## src/rtl/demux_pkg.sv

```systemverilog
// -----------------------------------------------------------------------------
// demux_pkg -- shared constants and types for the demux_4_buf block.
//   NUM_CH : number of output channels
//   SEL_W  : width of the channel select
//   CNT_W  : width of each per-channel transfer counter (DEMUX_CNT_EN builds)
// Also provides the slot state encoding and a select-to-one-hot helper.
// -----------------------------------------------------------------------------
package demux_pkg;

  localparam int NUM_CH = 4;
  localparam int SEL_W  = 2;
  localparam int CNT_W  = 16;

  // One-entry slot occupancy.
  typedef enum logic {
    SLOT_EMPTY = 1'b0,
    SLOT_FULL  = 1'b1
  } slot_state_e;

  // Decode a channel index into a one-hot channel mask.
  function automatic logic [NUM_CH-1:0] sel_onehot(input logic [SEL_W-1:0] sel);
    logic [NUM_CH-1:0] mask;
    mask      = {NUM_CH{1'b0}};
    mask[sel] = 1'b1;
    return mask;
  endfunction

endpackage

```

## src/rtl/demux_slot.sv

```systemverilog
// -----------------------------------------------------------------------------
// demux_slot -- single-channel one-entry buffer with valid/ready handshake.
// Optional transfer counter when DEMUX_CNT_EN is defined.
// Ports:
//   clk, rst_n  : clock, asynchronous active-low reset
//   push_i      : load data_i this cycle (only asserted when the slot can take it)
//   data_i      : word to load
//   ready_i     : consumer takes the held word this cycle
//   valid_o     : slot holds a word
//   data_o      : held word (last value retained when empty)
//   cnt_o       : output-transfer count, wraps (DEMUX_CNT_EN only)
// -----------------------------------------------------------------------------
module demux_slot
  import demux_pkg::*;
#(
  parameter int WIDTH = 32
) (
  input  logic             clk,
  input  logic             rst_n,
  input  logic             push_i,
  input  logic [WIDTH-1:0] data_i,
  input  logic             ready_i,
  output logic             valid_o,
  output logic [WIDTH-1:0] data_o
`ifdef DEMUX_CNT_EN
  ,
  output logic [CNT_W-1:0] cnt_o
`endif
);

  slot_state_e      state_q, state_d;
  logic [WIDTH-1:0] data_q, data_d;
  logic             pop_s;

  // Next-state and data-load logic for the one-entry slot.
  always_comb begin
    state_d = state_q;
    data_d  = data_q;
    pop_s   = (state_q == SLOT_FULL) & ready_i;
    case (state_q)
      SLOT_EMPTY: begin
        if (push_i) begin
          state_d = SLOT_FULL;
        end else begin
          state_d = SLOT_EMPTY;
        end
      end
      SLOT_FULL: begin
        // A push in the same cycle as a pop keeps the slot full (no bubble).
        if (push_i) begin
          state_d = SLOT_FULL;
        end else if (ready_i) begin
          state_d = SLOT_EMPTY;
        end else begin
          state_d = SLOT_FULL;
        end
      end
      default: begin
        state_d = SLOT_EMPTY;
      end
    endcase
    // Data only changes on a load, so a stalled or emptied slot keeps its word.
    if (push_i) begin
      data_d = data_i;
    end else begin
      data_d = data_q;
    end
  end

  // Slot state and data registers.
  always_ff @(posedge clk or negedge rst_n) begin
    if (!rst_n) begin
      state_q <= SLOT_EMPTY;
      data_q  <= {WIDTH{1'b0}};
    end else begin
      state_q <= state_d;
      data_q  <= data_d;
    end
  end

  assign valid_o = (state_q == SLOT_FULL);
  assign data_o  = data_q;

`ifdef DEMUX_CNT_EN
  logic [CNT_W-1:0] cnt_q, cnt_d;

  // Counter next value: one step per output transfer, natural wrap.
  always_comb begin
    cnt_d = cnt_q;
    if (pop_s) begin
      cnt_d = cnt_q + CNT_W'(1'b1);
    end else begin
      cnt_d = cnt_q;
    end
  end

  // Transfer counter register.
  always_ff @(posedge clk or negedge rst_n) begin
    if (!rst_n) begin
      cnt_q <= {CNT_W{1'b0}};
    end else begin
      cnt_q <= cnt_d;
    end
  end

  assign cnt_o = cnt_q;
`endif

endmodule

```

## src/rtl/demux_4_buf.sv

```systemverilog
// -----------------------------------------------------------------------------
// demux_4_buf -- routes one input word per cycle to one of four buffered
// output channels selected by in_sel. Each channel is an independent one-entry
// slot, so a stalled channel never blocks pushes to the others.
// Optional feature: define DEMUX_CNT_EN to add the out_cnt port with four
// 16-bit per-channel output-transfer counters (channel k at [k*16 +: 16]).
// Ports:
//   clk, rst_n  : clock, asynchronous active-low reset
//   in_data     : word to distribute          in_sel   : destination channel
//   in_valid    : in_data/in_sel qualifier    in_ready : word accepted this cycle
//   out_data    : channel k at [k*WIDTH +: WIDTH]
//   out_valid   : per-channel word-present    out_ready: per-channel consumer take
//   out_cnt     : per-channel transfer counters (DEMUX_CNT_EN only)
// -----------------------------------------------------------------------------
module demux_4_buf
  import demux_pkg::*;
#(
  parameter int WIDTH = 32
) (
  input  logic                    clk,
  input  logic                    rst_n,
  input  logic [WIDTH-1:0]        in_data,
  input  logic [SEL_W-1:0]        in_sel,
  input  logic                    in_valid,
  output logic                    in_ready,
  output logic [NUM_CH*WIDTH-1:0] out_data,
  output logic [NUM_CH-1:0]       out_valid,
  input  logic [NUM_CH-1:0]       out_ready
`ifdef DEMUX_CNT_EN
  ,
  output logic [NUM_CH*CNT_W-1:0] out_cnt
`endif
);

  logic [NUM_CH-1:0] push_s;

  // Accept when the selected slot is empty or is being drained this cycle.
  always_comb begin
    in_ready = ~out_valid[in_sel] | out_ready[in_sel];
    push_s   = sel_onehot(in_sel) & {NUM_CH{in_valid & in_ready}};
  end

  for (genvar k = 0; k < NUM_CH; k++) begin : g_slot
    demux_slot #(
      .WIDTH (WIDTH)
    ) u_slot (
      .clk     (clk),
      .rst_n   (rst_n),
      .push_i  (push_s[k]),
      .data_i  (in_data),
      .ready_i (out_ready[k]),
      .valid_o (out_valid[k]),
      .data_o  (out_data[k*WIDTH +: WIDTH])
`ifdef DEMUX_CNT_EN
      ,
      .cnt_o   (out_cnt[k*CNT_W +: CNT_W])
`endif
    );
  end

endmodule

```

## config.mk

```make
export PLATFORM = sky130hd
export DESIGN_NAME = demux_4_buf
export DESIGN_NICKNAME = d
export VERILOG_FILES = /design/src/rtl/demux_pkg.sv /design/src/rtl/demux_slot.sv /design/src/rtl/demux_4_buf.sv
export SDC_FILE = /design/constraint.sdc
export NUM_CORES = 1
export LEC_CHECK = 0
export BUFFER_PORTS_ARGS = -buffer_cell sky130_fd_sc_hd__clkbuf_2
export CORE_MARGIN = 2
export CORE_UTILIZATION = 45
export CTS_CLUSTER_DIAMETER = 120
export DETAILED_ROUTE_END_ITERATION = 16
export GPL_TIMING_DRIVEN = 0
export PLACE_DENSITY = 0.72
export SLEW_MARGIN = 10
export SYNTH_ARGS = -nofsm -noshare
export SYNTH_HDL_FRONTEND = slang
export SYNTH_HIERARCHICAL = 1
export SYNTH_SLANG_ARGS = --single-unit
```

## constraint.sdc

```tcl
create_clock -name clk -period 2.35 [get_ports clk]
set_input_delay 0.1175 -clock clk [delete_from_list [all_inputs] [get_ports clk]]
set_output_delay 0.1175 -clock clk [all_outputs]
set_load 0.005 [all_outputs]
```

[Word-level counts from Yosys, hierarchy flattened]
Cells that the tools add are included.
W data, S select, Z words.
Storage, ports and cells
  flip-flop bits (word level): 132
  latch bits: 0
  bits in writable memories: 0
  bits in read-only memories: 0
  input bits: 41
  word-level logic and storage cells: 41
  memories: 0
Cells by class
  $add $sub $neg: 0
  multipliers: 0
  div/mod/pow operators: 0
  $lt $le $gt $ge: 2
  equality and inequality tests: 0
  shifts and indexed selects: 0
  muxes and demuxes: 22
  bitwise gates (word level): 8
  reductions and logical operators: 1
Operators by type and width (count)
  $mux W1: 15
  $pmux W1 S2: 4
  $not A1 Y1: 5
  $and A4 B4 Y4: 1
  $bmux W1 S2: 2
  $lt A2 B3 Y1 const B: 1
  $demux W1 S2: 1
  $ge A2 B1 Y1 const B: 1
  $and A1 B1 Y1: 1
  $logic_and A1 B1 Y1: 1
  $or A1 B1 Y1: 1

[Logic depth before layout (Yosys ltp)]
  depth after elaboration: 8
  depth in mapped cells: 5
  gate-level depth less buffers: 3

[By module]
The synthesis kept the hierarchy.
By module, submodules not included
  demux_slot: times used 4, cells an instance 71, area an instance 1377.6 µm²
  demux_4_buf: times used 1, cells an instance 9, area an instance 101.3 µm²

[Worst setup path after synthesis]
OpenSTA, ideal clock, no wires.
  kind: register to register
  start point: register g_slot[0].u_slot.state_q
  end point: register g_slot[0].u_slot.data_q[0]
  arrival time: 1.333 ns
  path slack: 0.892 ns
  stages on the path, launching flop included: 6
  clock period less this slack: 1.458 ns
  cell sequence: dfrtp_1 > nand2b_1 > nor4bb_1 > buf_6 > buf_12 > mux2_4
On the way
  cells in the longest elaborated chain, start to end: 6
Ends and longest elaborated chain
  start, declared: RTL line demux_slot.sv:31  | slot_state_e state_q, state_d;
  start signal, assigned: RTL line demux_slot.sv:76  | state_q <= state_d;
  $bmux W1 S2: RTL line demux_4_buf.sv:39  | in_ready = ~out_valid[in_sel] | out_ready[in_sel];
  $mux W1 (not written as such): RTL line demux_4_buf.sv:39
  $not A1 Y1: RTL line demux_4_buf.sv:39
  $or A1 B1 Y1: RTL line demux_4_buf.sv:39
  $and A1 B1 Y1: RTL line demux_4_buf.sv:40  | push_s = sel_onehot(in_sel) & {NUM_CH{in_valid & in_ready}};
  $and A4 B4 Y4: RTL line demux_4_buf.sv:40
  via push_s[0]: RTL line demux_4_buf.sv:35  | logic [NUM_CH-1:0] push_s;
  end signal, assigned: RTL line demux_slot.sv:74  | data_q <= {WIDTH{1'b0}};
  end signal, assigned: RTL line demux_slot.sv:77  | data_q <= data_d;
  end, declared: RTL line demux_slot.sv:32  | logic [WIDTH-1:0] data_q, data_d;
The timed path passes the listed nets, and every way through them passes these cells. The select of a mux whose other input is x is not followed.
A chain may end at the register's enable or synchronous reset.

[Worst setup path after layout]
  start point: input out_ready[1]
  end point: output in_ready
On the way
  cells in the longest elaborated chain, start to end: 3
Ends and longest elaborated chain
  start, declared: RTL line demux_4_buf.sv:28  | input logic [NUM_CH-1:0] out_ready
  $bmux W1 S2: RTL line demux_4_buf.sv:39
  $mux W1 (not written as such): RTL line demux_4_buf.sv:39
  $or A1 B1 Y1: RTL line demux_4_buf.sv:39
  end, declared: RTL line demux_4_buf.sv:25  | output logic in_ready,
Every way passes these cells. The select of a mux whose other input is x is not followed.

==> results.yml <==
logic_synthesis:
  synth.largest_area_cell: "sky130_fd_sc_hd__dfrtp_1"
  synth_top_cells_by_area: "sky130_fd_sc_hd__dfrtp_1 (59%), sky130_fd_sc_hd__mux2_4 (31%), sky130_fd_sc_hd__buf_12 (4.3%)"
  ys_ff_latch: 132
  synth.lib_cells_used.distinct: 13
  synth.net_count: 334
  synth_largest_type_area_fraction: 0.589
  synth_seq_area_share: 0.589
  synth.yosys.warnings: 6
  synth.avg_cell_area_um2: 19.2
  netlist_area_mm2: 0.00561
  post_synth_inst_count: 293
final_layout:
  final-instance-count-excl-fill: 703
  fraction_of_layout_cells_with_a_size_suffix_above_1: 0.658
  layout_common_cells: "sky130_fd_sc_hd__clkbuf_2 (172), sky130_fd_sc_hd__dfrtp_1 (132), sky130_fd_sc_hd__mux2_4 (116), sky130_fd_sc_hd__dlygate4sd3_1 (36), sky130_fd_sc_hd__clkbuf_16 (17)"
  antenna-diode-count: 0
  mostFrequentLayoutCell: "sky130_fd_sc_hd__clkbuf_2"
  areaGrowthSynthToFinish_pct: 37.5
  fin_nets: 563
floorplan:
  area_enclosed_by_the_die_boundary_mm2: 0.0134
  initial_core_util: 0.463
  core_mm2: 0.0121
  rows: 40
  io_pins: 174
  die_height_um: 116
  die_width_um: 116
worst_setup_path:
  timing_worst_setup_path_type: "in2out"
  r2r-start: "g_slot[0].u_slot/valid_o"
  crit_path_end: "in_ready"
  cp-start-kind: "primary input"
  critical_path_arrival_ps: 1490
  critical_path.reg2reg.endpoint: "g_slot[0].u_slot/data_o[16]"
  setup.worst_path.end_class: "primary output"
  worst-r2r-cell-count: 5
  critical_path.max_fanout: 2
  timing.reg2reg.setup_slack_ps: 780
  cp_data_required_time_ps: 2230
  worst_setup_path_startpoint: "out_ready[1]"
cts:
  cts.sinks: 132
  ctsRootBufferMaster: "sky130_fd_sc_hd__clkbuf_16"
  clk-insertion-delay-late_ps: 410
  cts_buffer_depth: 2
  cts-hold-fix-buffers: 35
  post_cts.resized_instances: 0
  cts-htree-levels: 4
  cts_made_buffers: 17
  cts_tree: "done"
  clk_pin_slew_worst_paths_ps: 50
  setup_buffers_after_cts: 0
global_routing:
  groute.usage.overall: 0.196
  antenna_found_initial: 0
  grt_pass1_wl_mm: 19.7
  global_route.overflow_total: 0
  grt_pass1_vias: 3646
  largest_net_degree_at_the_start_of_global_routing: 73
route:
  number_of_nets_still_failing_antenna_checks_after_routing: 0
  first_pass_iters: 4
  routed-via-count: 3343
  routed_wirelength_mm: 12.3
  avgViaCountPerCell: 4.76
  drtIter0Drc: 175
  drcViolationCount: 0
  avgRoutedWirePerCell_um: 17.5
timing:
  finalWorstPathRequiredPeriod_ps: 1600
  finalClockSkew_ps: 8.93
  worst_slew_pin_slew_ps: 501
  setup_violations: 0
  achievable-frequency_ghz: 0.624
  timing.final.hold_violations: 0
  slew_violations: 0
  post-route-period-util: 0.682
  holdWs_ps: 33.9
  rsz0062_at_grt: "no"
  slew-limit-headroom: 0.666
  finalSetupTns_ps: 0
run_status:
  run_status: "complete, no violations"
job:
  maxCapViolCount: 0
hold_path:
  hp-class: "in2reg"
pwr:
  max-vdd-ir-drop_mv: 0.496
  power.density_cell_area_mw_per_mm2: 951
  power_leakage_nw: 3.86
  power_after_layout_mw: 7.34
placement:
  placement.io_buffers: 173
  place_congestion: 0.733
  dp.final_hpwl_mm: 8.13
  place.detailed.instances: 635
## metal layers
layer | track usage | wire (um) | vias up
met3 | 0.0717 | 797 | 20
met5 | 0 | 0 | -
met1 | 0.249 | 5360 | 1709
li1 | - | - | 1492
met2 | 0.305 | 5940 | 122
met4 | 0.0810 | 194 | 0
## flip-flops by register name (all words and copies together) (netlist names)
signal,count
g_slot.u_slot/valid_o,4
g_slot.u_slot/data_o,128
## per-stage QoR
step / worst slack, ps / utilization / area (um^2)
finish: 747 / 0.637 / 7720
global route: 678 / 0.637 / 7720
CTS: 733 / 0.636 / 7710
detailed placement: 784 / 0.555 / 6720
global placement: -803 / 0.552 / 6690
floorplan: 892 / - / 5610
## report_power, final
group / switching (mW) / internal, mW
Combinational: 0.538 / 1.01
Clock: 0.928 / 1.83
Sequential: 0.290 / 2.75
## how the worst min path moves through the flow
| stage | cells past startpoint | endpoint | start |
|---|---|---|---|
| after global placement | 3 | g_slot[1].u_slot/valid_o | out_ready[1] |
| after global routing | 2 | g_slot[0].u_slot/data_o[3] | in_data[3] |
| after detailed placement | 1 | g_slot[3].u_slot/data_o[28] | rst_n |
| after CTS | 2 | g_slot[0].u_slot/data_o[3] | in_data[3] |
| after floorplan | 0 | g_slot[0].u_slot/data_o[0] | rst_n |
| final | 2 | g_slot[0].u_slot/data_o[3] | in_data[3] |
## critical path: stages
cell and delay [ps]:
sky130_fd_sc_hd__dlygate4sd3_1 540, sky130_fd_sc_hd__clkbuf_2 110, sky130_fd_sc_hd__nand2b_1 140, sky130_fd_sc_hd__mux4_2 450, sky130_fd_sc_hd__clkbuf_2 130
## cell usage after synthesis, drive strengths merged
| cell type | number |
|---|---|
| and4b | 2 |
| buf | 16 |
| nor4bb | 1 |
| nand2b | 4 |
| mux2 | 128 |
| mux4 | 1 |
| a21o | 4 |
| inv | 4 |
| and4 | 1 |
| dfrtp | 132 |
## final cells by class
type,count,area [um^2]
inverter,4,15.0
multi-input combinational,141,2010
clock inverter,8,120
clock buffer,24,512
buffer,16,285
tap,168,210
timing repair buffer,210,1260
sequential,132,3300
fill,901,4400
## cells by family (layout without fill, tap and decap cells)
family / after synthesis / after routing / share of synthesized area
multiplexers: 129 / 129 / 0.338
flip-flops: 132 / 132 / 0.589
buffers and inverters: 20 / 262 / 0.0535
AND/OR/NAND/NOR: 8 / 8 / 0.0140
AO/OA/AOI/OAI: 4 / 4 / 0.00535
No activity file was read; power rests on OpenSTA's default activity.
